`src/rtl/nibble_add_sequencer_if.sv`:
```
// rtl/nibble_add_sequencer_if.sv - operand, adder-slice and result signals of the nibble add sequencer
interface nibble_add_sequencer_if #(
  parameter int WIDTH = 16
);
  // operand request channel
  logic             in_valid;
  logic             in_ready;
  logic [WIDTH-1:0] in_a;
  logic [WIDTH-1:0] in_b;
  logic             in_cin;
  logic             in_sub;

  // shared external 4-bit adder slice
  logic [3:0]       add_a;
  logic [3:0]       add_b;
  logic             add_cin;
  logic [3:0]       add_sum;
  logic             add_cout;

  // result channel
  logic             out_valid;
  logic             out_ready;
  logic [WIDTH-1:0] out_sum;
  logic             out_cout;
  logic             out_ovf;

  // sequencer side
  modport slave (
    input  in_valid, in_a, in_b, in_cin, in_sub,
    output in_ready,
    output add_a, add_b, add_cin,
    input  add_sum, add_cout,
    output out_valid, out_sum, out_cout, out_ovf,
    input  out_ready
  );

  // requester / consumer / adder side
  modport master (
    output in_valid, in_a, in_b, in_cin, in_sub,
    input  in_ready,
    input  add_a, add_b, add_cin,
    output add_sum, add_cout,
    input  out_valid, out_sum, out_cout, out_ovf,
    output out_ready
  );
endinterface

```
`src/rtl/nibble_add_sequencer.sv`:
```
// rtl/nibble_add_sequencer.sv - multi-precision add/sub over one shared 4-bit adder, LSB nibble first
module nibble_add_sequencer #(
  parameter int NIBBLES = 4
) (
  input  logic                   clk,
  input  logic                   rst,
  nibble_add_sequencer_if.slave  bus
);

  localparam int WIDTH = 4 * NIBBLES;
  localparam int IDXW  = $clog2(NIBBLES + 1);

  typedef enum logic [1:0] {
    S_IDLE = 2'd0,
    S_RUN  = 2'd1,
    S_DONE = 2'd2
  } state_t;

  state_t           state_q, state_d;
  logic [IDXW-1:0]  idx_q, idx_d;
  logic             carry_q, carry_d;
  logic [WIDTH-1:0] a_q, a_d;
  logic [WIDTH-1:0] b_q, b_d;       // B already inverted for subtraction
  logic [WIDTH-1:0] sum_q, sum_d;
  logic             cout_q, cout_d;
  logic             ovf_q, ovf_d;
  logic             valid_q, valid_d;

  logic [3:0]       nib_a;
  logic [3:0]       nib_b;
  logic             last_nib;
  logic             accept_in;
  logic             accept_out;

  // Select the operand nibbles addressed by the current index.
  always_comb begin
    nib_a = '0;
    nib_b = '0;
    for (int i = 0; i < NIBBLES; i++) begin
      if (idx_q == IDXW'(i)) begin
        nib_a = a_q[4*i +: 4];
        nib_b = b_q[4*i +: 4];
      end
    end
  end

  assign last_nib   = (idx_q == IDXW'(NIBBLES - 1));
  assign accept_in  = (state_q == S_IDLE) && bus.in_valid;
  assign accept_out = (state_q == S_DONE) && valid_q && bus.out_ready;

  // Next-state, datapath updates and result capture.
  always_comb begin
    state_d = state_q;
    idx_d   = idx_q;
    carry_d = carry_q;
    a_d     = a_q;
    b_d     = b_q;
    sum_d   = sum_q;
    cout_d  = cout_q;
    ovf_d   = ovf_q;
    valid_d = 1'b0;

    case (state_q)
      S_IDLE: begin
        if (accept_in) begin
          a_d     = bus.in_a;
          b_d     = bus.in_b ^ {WIDTH{bus.in_sub}};
          // subtraction forces the +1 of the two's complement; in_cin is ignored then
          carry_d = bus.in_sub | bus.in_cin;
          idx_d   = '0;
          sum_d   = '0;
          cout_d  = 1'b0;
          ovf_d   = 1'b0;
          state_d = S_RUN;
        end
      end

      S_RUN: begin
        for (int i = 0; i < NIBBLES; i++) begin
          if (idx_q == IDXW'(i)) begin
            sum_d[4*i +: 4] = bus.add_sum;
          end
        end
        carry_d = bus.add_cout;
        idx_d   = idx_q + IDXW'(1);
        if (last_nib) begin
          cout_d  = bus.add_cout;
          // signed overflow: operands agree in sign but the result does not
          ovf_d   = (a_q[WIDTH-1] == b_q[WIDTH-1]) && (bus.add_sum[3] != a_q[WIDTH-1]);
          state_d = S_DONE;
        end
      end

      S_DONE: begin
        // the result is published one cycle after the final nibble is written
        valid_d = 1'b1;
        if (accept_out) begin
          valid_d = 1'b0;
          state_d = S_IDLE;
        end
      end

      default: begin
        state_d = S_IDLE;
      end
    endcase
  end

  // State and datapath registers with synchronous reset; reset aborts any operation.
  always_ff @(posedge clk) begin
    if (rst) begin
      state_q <= S_IDLE;
      idx_q   <= '0;
      carry_q <= 1'b0;
      a_q     <= '0;
      b_q     <= '0;
      sum_q   <= '0;
      cout_q  <= 1'b0;
      ovf_q   <= 1'b0;
      valid_q <= 1'b0;
    end else begin
      state_q <= state_d;
      idx_q   <= idx_d;
      carry_q <= carry_d;
      a_q     <= a_d;
      b_q     <= b_d;
      sum_q   <= sum_d;
      cout_q  <= cout_d;
      ovf_q   <= ovf_d;
      valid_q <= valid_d;
    end
  end

  // Adder slice is driven only while running; outputs stay zero otherwise.
  assign bus.add_a     = (state_q == S_RUN) ? nib_a   : 4'd0;
  assign bus.add_b     = (state_q == S_RUN) ? nib_b   : 4'd0;
  assign bus.add_cin   = (state_q == S_RUN) ? carry_q : 1'b0;

  assign bus.in_ready  = (state_q == S_IDLE);
  assign bus.out_valid = valid_q;

  // partial sums stay internal until the result is valid
  assign bus.out_sum   = valid_q ? sum_q  : '0;
  assign bus.out_cout  = valid_q ? cout_q : 1'b0;
  assign bus.out_ovf   = valid_q ? ovf_q  : 1'b0;

endmodule
```
`src/flat_wrapper.sv`:
```
// flat-port wrapper written by rule: the top's interface ports become plain ports
module nibble_add_sequencer_flat 
#(
  parameter int NIBBLES = 4
)
  (clk, rst, bus_in_valid, bus_in_a, bus_in_b, bus_in_cin, bus_in_sub, bus_in_ready, bus_add_a, bus_add_b, bus_add_cin, bus_add_sum, bus_add_cout, bus_out_valid, bus_out_sum, bus_out_cout, bus_out_ovf, bus_out_ready);
  nibble_add_sequencer_if bus_i ();
  input  logic clk;
  input  logic rst;
  input wire logic [$bits(bus_i.in_valid)-1:0] bus_in_valid;
  input wire logic [$bits(bus_i.in_a)-1:0] bus_in_a;
  input wire logic [$bits(bus_i.in_b)-1:0] bus_in_b;
  input wire logic [$bits(bus_i.in_cin)-1:0] bus_in_cin;
  input wire logic [$bits(bus_i.in_sub)-1:0] bus_in_sub;
  output wire logic [$bits(bus_i.in_ready)-1:0] bus_in_ready;
  output wire logic [$bits(bus_i.add_a)-1:0] bus_add_a;
  output wire logic [$bits(bus_i.add_b)-1:0] bus_add_b;
  output wire logic [$bits(bus_i.add_cin)-1:0] bus_add_cin;
  input wire logic [$bits(bus_i.add_sum)-1:0] bus_add_sum;
  input wire logic [$bits(bus_i.add_cout)-1:0] bus_add_cout;
  output wire logic [$bits(bus_i.out_valid)-1:0] bus_out_valid;
  output wire logic [$bits(bus_i.out_sum)-1:0] bus_out_sum;
  output wire logic [$bits(bus_i.out_cout)-1:0] bus_out_cout;
  output wire logic [$bits(bus_i.out_ovf)-1:0] bus_out_ovf;
  input wire logic [$bits(bus_i.out_ready)-1:0] bus_out_ready;
  assign bus_i.in_valid = bus_in_valid;
  assign bus_i.in_a = bus_in_a;
  assign bus_i.in_b = bus_in_b;
  assign bus_i.in_cin = bus_in_cin;
  assign bus_i.in_sub = bus_in_sub;
  assign bus_in_ready = bus_i.in_ready;
  assign bus_add_a = bus_i.add_a;
  assign bus_add_b = bus_i.add_b;
  assign bus_add_cin = bus_i.add_cin;
  assign bus_i.add_sum = bus_add_sum;
  assign bus_i.add_cout = bus_add_cout;
  assign bus_out_valid = bus_i.out_valid;
  assign bus_out_sum = bus_i.out_sum;
  assign bus_out_cout = bus_i.out_cout;
  assign bus_out_ovf = bus_i.out_ovf;
  assign bus_i.out_ready = bus_out_ready;
  nibble_add_sequencer #(.NIBBLES(NIBBLES)) u_core (.clk(clk), .rst(rst), .bus(bus_i));
endmodule
```
`config.mk`:
```
export PLATFORM = sky130hd
export DESIGN_NAME = nibble_add_sequencer_flat
export DESIGN_NICKNAME = d
export VERILOG_FILES = /design/src/rtl/nibble_add_sequencer_if.sv /design/src/rtl/nibble_add_sequencer.sv /design/src/flat_wrapper.sv
export SDC_FILE = /design/constraint.sdc
export NUM_CORES = 1
export LEC_CHECK = 0
export ABC_AREA = 1
export BUFFER_PORTS_ARGS = -buffer_cell sky130_fd_sc_hd__buf_4
export CAP_MARGIN = 20
export CORE_MARGIN = 2
export CORE_UTILIZATION = 57
export DETAILED_ROUTE_END_ITERATION = 10
export GPL_TIMING_DRIVEN = 0
export PLACE_DENSITY = 0.84
export SETUP_SLACK_MARGIN = 0.15
export SLEW_MARGIN = 40
export SYNTH_ARGS = -nofsm -noshare
export SYNTH_HDL_FRONTEND = slang
export SYNTH_SLANG_ARGS = --single-unit
export TNS_END_PERCENT = 100
```
`constraint.sdc`:
```
create_clock -name clk -period 3.2 [get_ports clk]
set_input_delay 0.16 -clock clk [delete_from_list [all_inputs] [get_ports clk]]
set_output_delay 0.16 -clock clk [all_outputs]
set_load 0.005 [all_outputs]
```
==> PnR_summary.wiki <==
{| class="wikitable"
! Metric !! Value
|-
| Initial Utilization || between 50 and 60%
|-
| Routability-driven placement congestion ratio || ~0.85
|-
| Fraction of synthesis flops using an asynchronous set or reset pin || 0%
|-
| Initial DRC count || 240
|-
| Vias in the first global route || between 2000 and 3000
|-
| Final-report max-slew violation count || 0
|-
| Slew Limit Headroom || between 60% and 70%
|-
| Area growth from synthesis to layout || 30.0%
|-
| Post-synth net total || around 460
|-
| Setup WS post-layout || between 0.7 and 0.8 ns
|-
| Bufs on Longest Clock Path || 2
|-
| Count of buffers added by post-CTS timing repair for setup || 0
|-
| NumNets Final || between 500 and 600
|-
| Maximum achievable frequency || 0.417 GHz
|-
| Post-synth EDFFs || 0
|-
| Grt ovf || 0
|-
| Final setup fails || 0
|-
| Predominant post-synthesis flop cell || sky130_fd_sc_hd__dfxtp_1
|-
| Buffer type at the clock tree root || sky130_fd_sc_hd__clkbuf_8
|-
| CTS tree || built
|-
| Wire length of the first global-routing pass || roughly 12 mm
|-
| Critical-path maximum fanout || 10
|-
| FF+latch area || approximately 0.0011 sq mm
|-
| Accumulated negative setup slack || 0 ns
|-
| Number of top-level design ports || 72
|-
| Status || completed
|-
| Layout filler cell count || about 400
|-
| Cell area after layout || 0.00366 sq mm
|-
| Portion of total power attributed to the clock network || roughly 44%
|-
| Fraction of the yosys area taken by sequential cells || 40.6%
|-
| Deepest level of the CTS H-tree || 3
|-
| Final cycle utilization of the critical path || between 70% and 80%
|-
| Critical path start-end classification || flip-flop to primary output
|-
| Wire length on met3 || 677 microns
|-
| Critical path required time || between 3 and 4 ns
|-
| Element type at the critical path start || flip-flop
|-
| Mean area per synthesized cell || slightly below 7 sq um
|-
| Transition time at the pin with the least slew margin || 0.523 ns
|-
| Critical path data arrival time || 2.24 ns
|-
| Average wire length per cell after detail routing || ~13 microns
|-
| WL final || about 7.5 mm
|-
| Met1 layer wirelength in the final routing || slightly above 3 mm
|-
| Routed wl met2 || around 3.6 mm
|-
| Placement Rows || 25
|-
| DR vias/cell || roughly 5.2
|-
| Worst voltage drop across the vdd grid || 0.367 mV
|-
| Unrepaired setup endpoints after global routing || no
|-
| Crit end category || primary output
|-
| Count of max-cap constraint violations || 0
|-
| Number of vias after detailed routing || approximately 3000
|-
| Top Metal Used || met4
|-
| Routed Antenna Nets || 0
|-
| Net switching component of the power || between 0.4 and 0.5 mW
|-
| CTS-repair resized insts || 0
|-
| Pre-antenna DRT Iters || 5
|-
| Clock sink total || 57
|-
| Total of flip-flops plus latches after synthesis || 57
|-
| Number of buffers inserted during clock tree synthesis || 9
|-
| Die footprint || about 0.0055 sq mm
|-
| Setup Slack @ Placement || roughly 1.2 ns
|-
| Combined area of the multi-input logic cells || around 0.0013 sq mm
|-
| Post-synthesis cell type count || 24
|-
| Pleak || around 1.8 nW
|-
| Maximum number of pins on one net before global-route repair || 11
|-
| Antenna diode instance count || 0
|-
| DRC viols || 0
|-
| Power share of the sequential group || around two fifths
|-
| Gr usage total || 28.9%
|-
| Insertion delay to the later sink of the worst-skew pair || 0.34 ns
|-
| Shortest period the worst path allows || ~2.4 ns
|-
| Post-synthesis instance area || approximately 0.0028 sq mm
|-
| Hold Vio Cnt, Final || 0
|-
| Height of the die || around 74 microns
|-
| P per Cell Area || roughly 520 mW/mm^2
|-
| Launch instance of the worst register-to-register path || u_core.idx_q[2]
|-
| Die Span X || around 74 microns
|-
| Total power of the final layout || 1.89 mW
|-
| Area of the core region || about 0.0048 sq mm
|-
| Internal Power || 1.41 mW
|-
| Fraction of layout cells with a size suffix above 1 || 21.0%
|-
| Final Hold Slack || about 0.073 ns
|-
| Min-Delay Startpoint || bus_add_cout
|-
| Clock slew seen by the registers of the worst setup and hold paths || ~0.060 ns
|-
| DPL Wire Length || around 5.4 mm
|-
| Class of the tightest hold or removal check || input pin to flip-flop
|-
| Count of mapped cells out of synthesis || between 400 and 500
|-
| YS warnings || 0
|-
| Post-route clock skew || between 0.008 and 0.009 ns
|-
| Fraction of power spent switching nets || 25.6%
|-
| Logic pwr share || 15.1%
|-
| Number of hold buffers added after cts || 0
|-
| Antenna violations before repair || 0
|-
| Number of input and output port buffers inserted || 69
|-
| Worst setup path startpoint || u_core.idx_q[2]
|-
| Standard cell area after detailed placement || about 0.0034 sq mm
|}
==> synth_stat cells (all sizes together), types with 5 or more instances <==
cell    count  area (sq um)
nand3      27           135
clkbuf     11          63.8
xor2       16           140
o21ai      45           225
buf        10          66.3
a21oi      45           225
inv        56           210
dfxtp      57          1140
ha          5          62.6
nand2      99           382
nor2       36           140
==> cell families after synthesis <==
group                      Yosys count  share of synthesized area, %
AOI/OAI and AO/OA                   91                          16.3
adders and majority gates            5                          2.23
buffers and inverters               77                          12.1
and+or+nand+nor                    164                          23.8
DFF                                 57                          40.6
xor gates and xnor gates            16                          4.98
==> state kept, by name, summed over array words and instances, names as in the netlist <==
| signal | flops |
|---|---|
| u_core.idx_q | 3 |
| u_core.a_q | 16 |
| u_core.ovf_q | 1 |
| u_core.state_q | 2 |
| u_core.cout_q | 1 |
| u_core.bus.out_valid | 1 |
| u_core.carry_q | 1 |
| u_core.b_q | 16 |
| u_core.sum_q | 16 |
==> area by class of cell <==
cell class                 instances  share of cell area, %
timing repair buffer              69                   14.2
buffer                            21                   3.56
multi-input combinational        276                   36.4
sequential                        57                   31.2
inverter                          56                   5.75
clock inverter                     6                   2.87
clock buffer                      10                   3.76
tap                               67                   2.29
==> layout by cell type (no fill, tap or decap), types with 5 or more instances in the layout <==
| master | synthesis | layout |
|---|---|---|
| sky130_fd_sc_hd__buf_2 | 5 | 5 |
| sky130_fd_sc_hd__nor2_1 | 34 | 34 |
| sky130_fd_sc_hd__buf_4 | 2 | 71 |
| sky130_fd_sc_hd__o21ai_0 | 44 | 44 |
| sky130_fd_sc_hd__clkbuf_8 | 2 | 12 |
| sky130_fd_sc_hd__a21oi_1 | 45 | 45 |
| sky130_fd_sc_hd__clkbuf_1 | 7 | 7 |
| sky130_fd_sc_hd__nand2_1 | 97 | 97 |
| sky130_fd_sc_hd__inv_1 | 55 | 55 |
| sky130_fd_sc_hd__nand3_1 | 27 | 27 |
| sky130_fd_sc_hd__xor2_1 | 16 | 16 |
| sky130_fd_sc_hd__dfxtp_1 | 57 | 57 |
| sky130_fd_sc_hd__ha_1 | 5 | 5 |
==> critical path, stage by stage (launching register included) <==
cell                       delay (ns)
sky130_fd_sc_hd__dfxtp_1         0.33
sky130_fd_sc_hd__inv_1           0.10
sky130_fd_sc_hd__buf_2           0.21
sky130_fd_sc_hd__ha_1            0.23
sky130_fd_sc_hd__inv_1           0.15
sky130_fd_sc_hd__clkbuf_1        0.38
sky130_fd_sc_hd__o21ai_0         0.16
sky130_fd_sc_hd__a21oi_1         0.20
sky130_fd_sc_hd__buf_4           0.14
==> layer usage <==
layer	vias up	global-route usage (%)
met4	0	12.3
met2	145	47.7
li1	1452	-
met5	-	0
met1	1316	37.2
met3	15	5.15
==> stage by stage <==
stage          utilization [%]  instances
2_1_floorplan                -        410
5_1_grt                   76.9        562
3_3_place_gp              71.8        546
6_report                  76.9        562
3_5_place_dp              71.8        546
4_1_cts                   76.9        562
==> worst paths after layout <==
kind | to | slack, ns | cells past startpoint
hold reg to reg | u_core.b_q[4] | 0.46 | 2
setup reg to reg | u_core.sum_q[14] | 1.45 | 7
hold / removal | u_core.cout_q | 0.07 | 3
setup / recovery | bus_add_a[3] | 0.80 | 8
==> power groups by stage <==
stage | Combinational [mW] | Clock (mW) | Sequential [mW]
final | 0.285 | 0.829 | 0.780
after global routing | 0.320 | 0.857 | 0.784
after CTS | 0.283 | 0.827 | 0.779
after detailed placement | 0.278 | 0 | 0.794
after global placement | 0.270 | 0 | 0.792
after floorplan | 0.177 | 0 | 0.788
(Power assumes the default switching activity.)
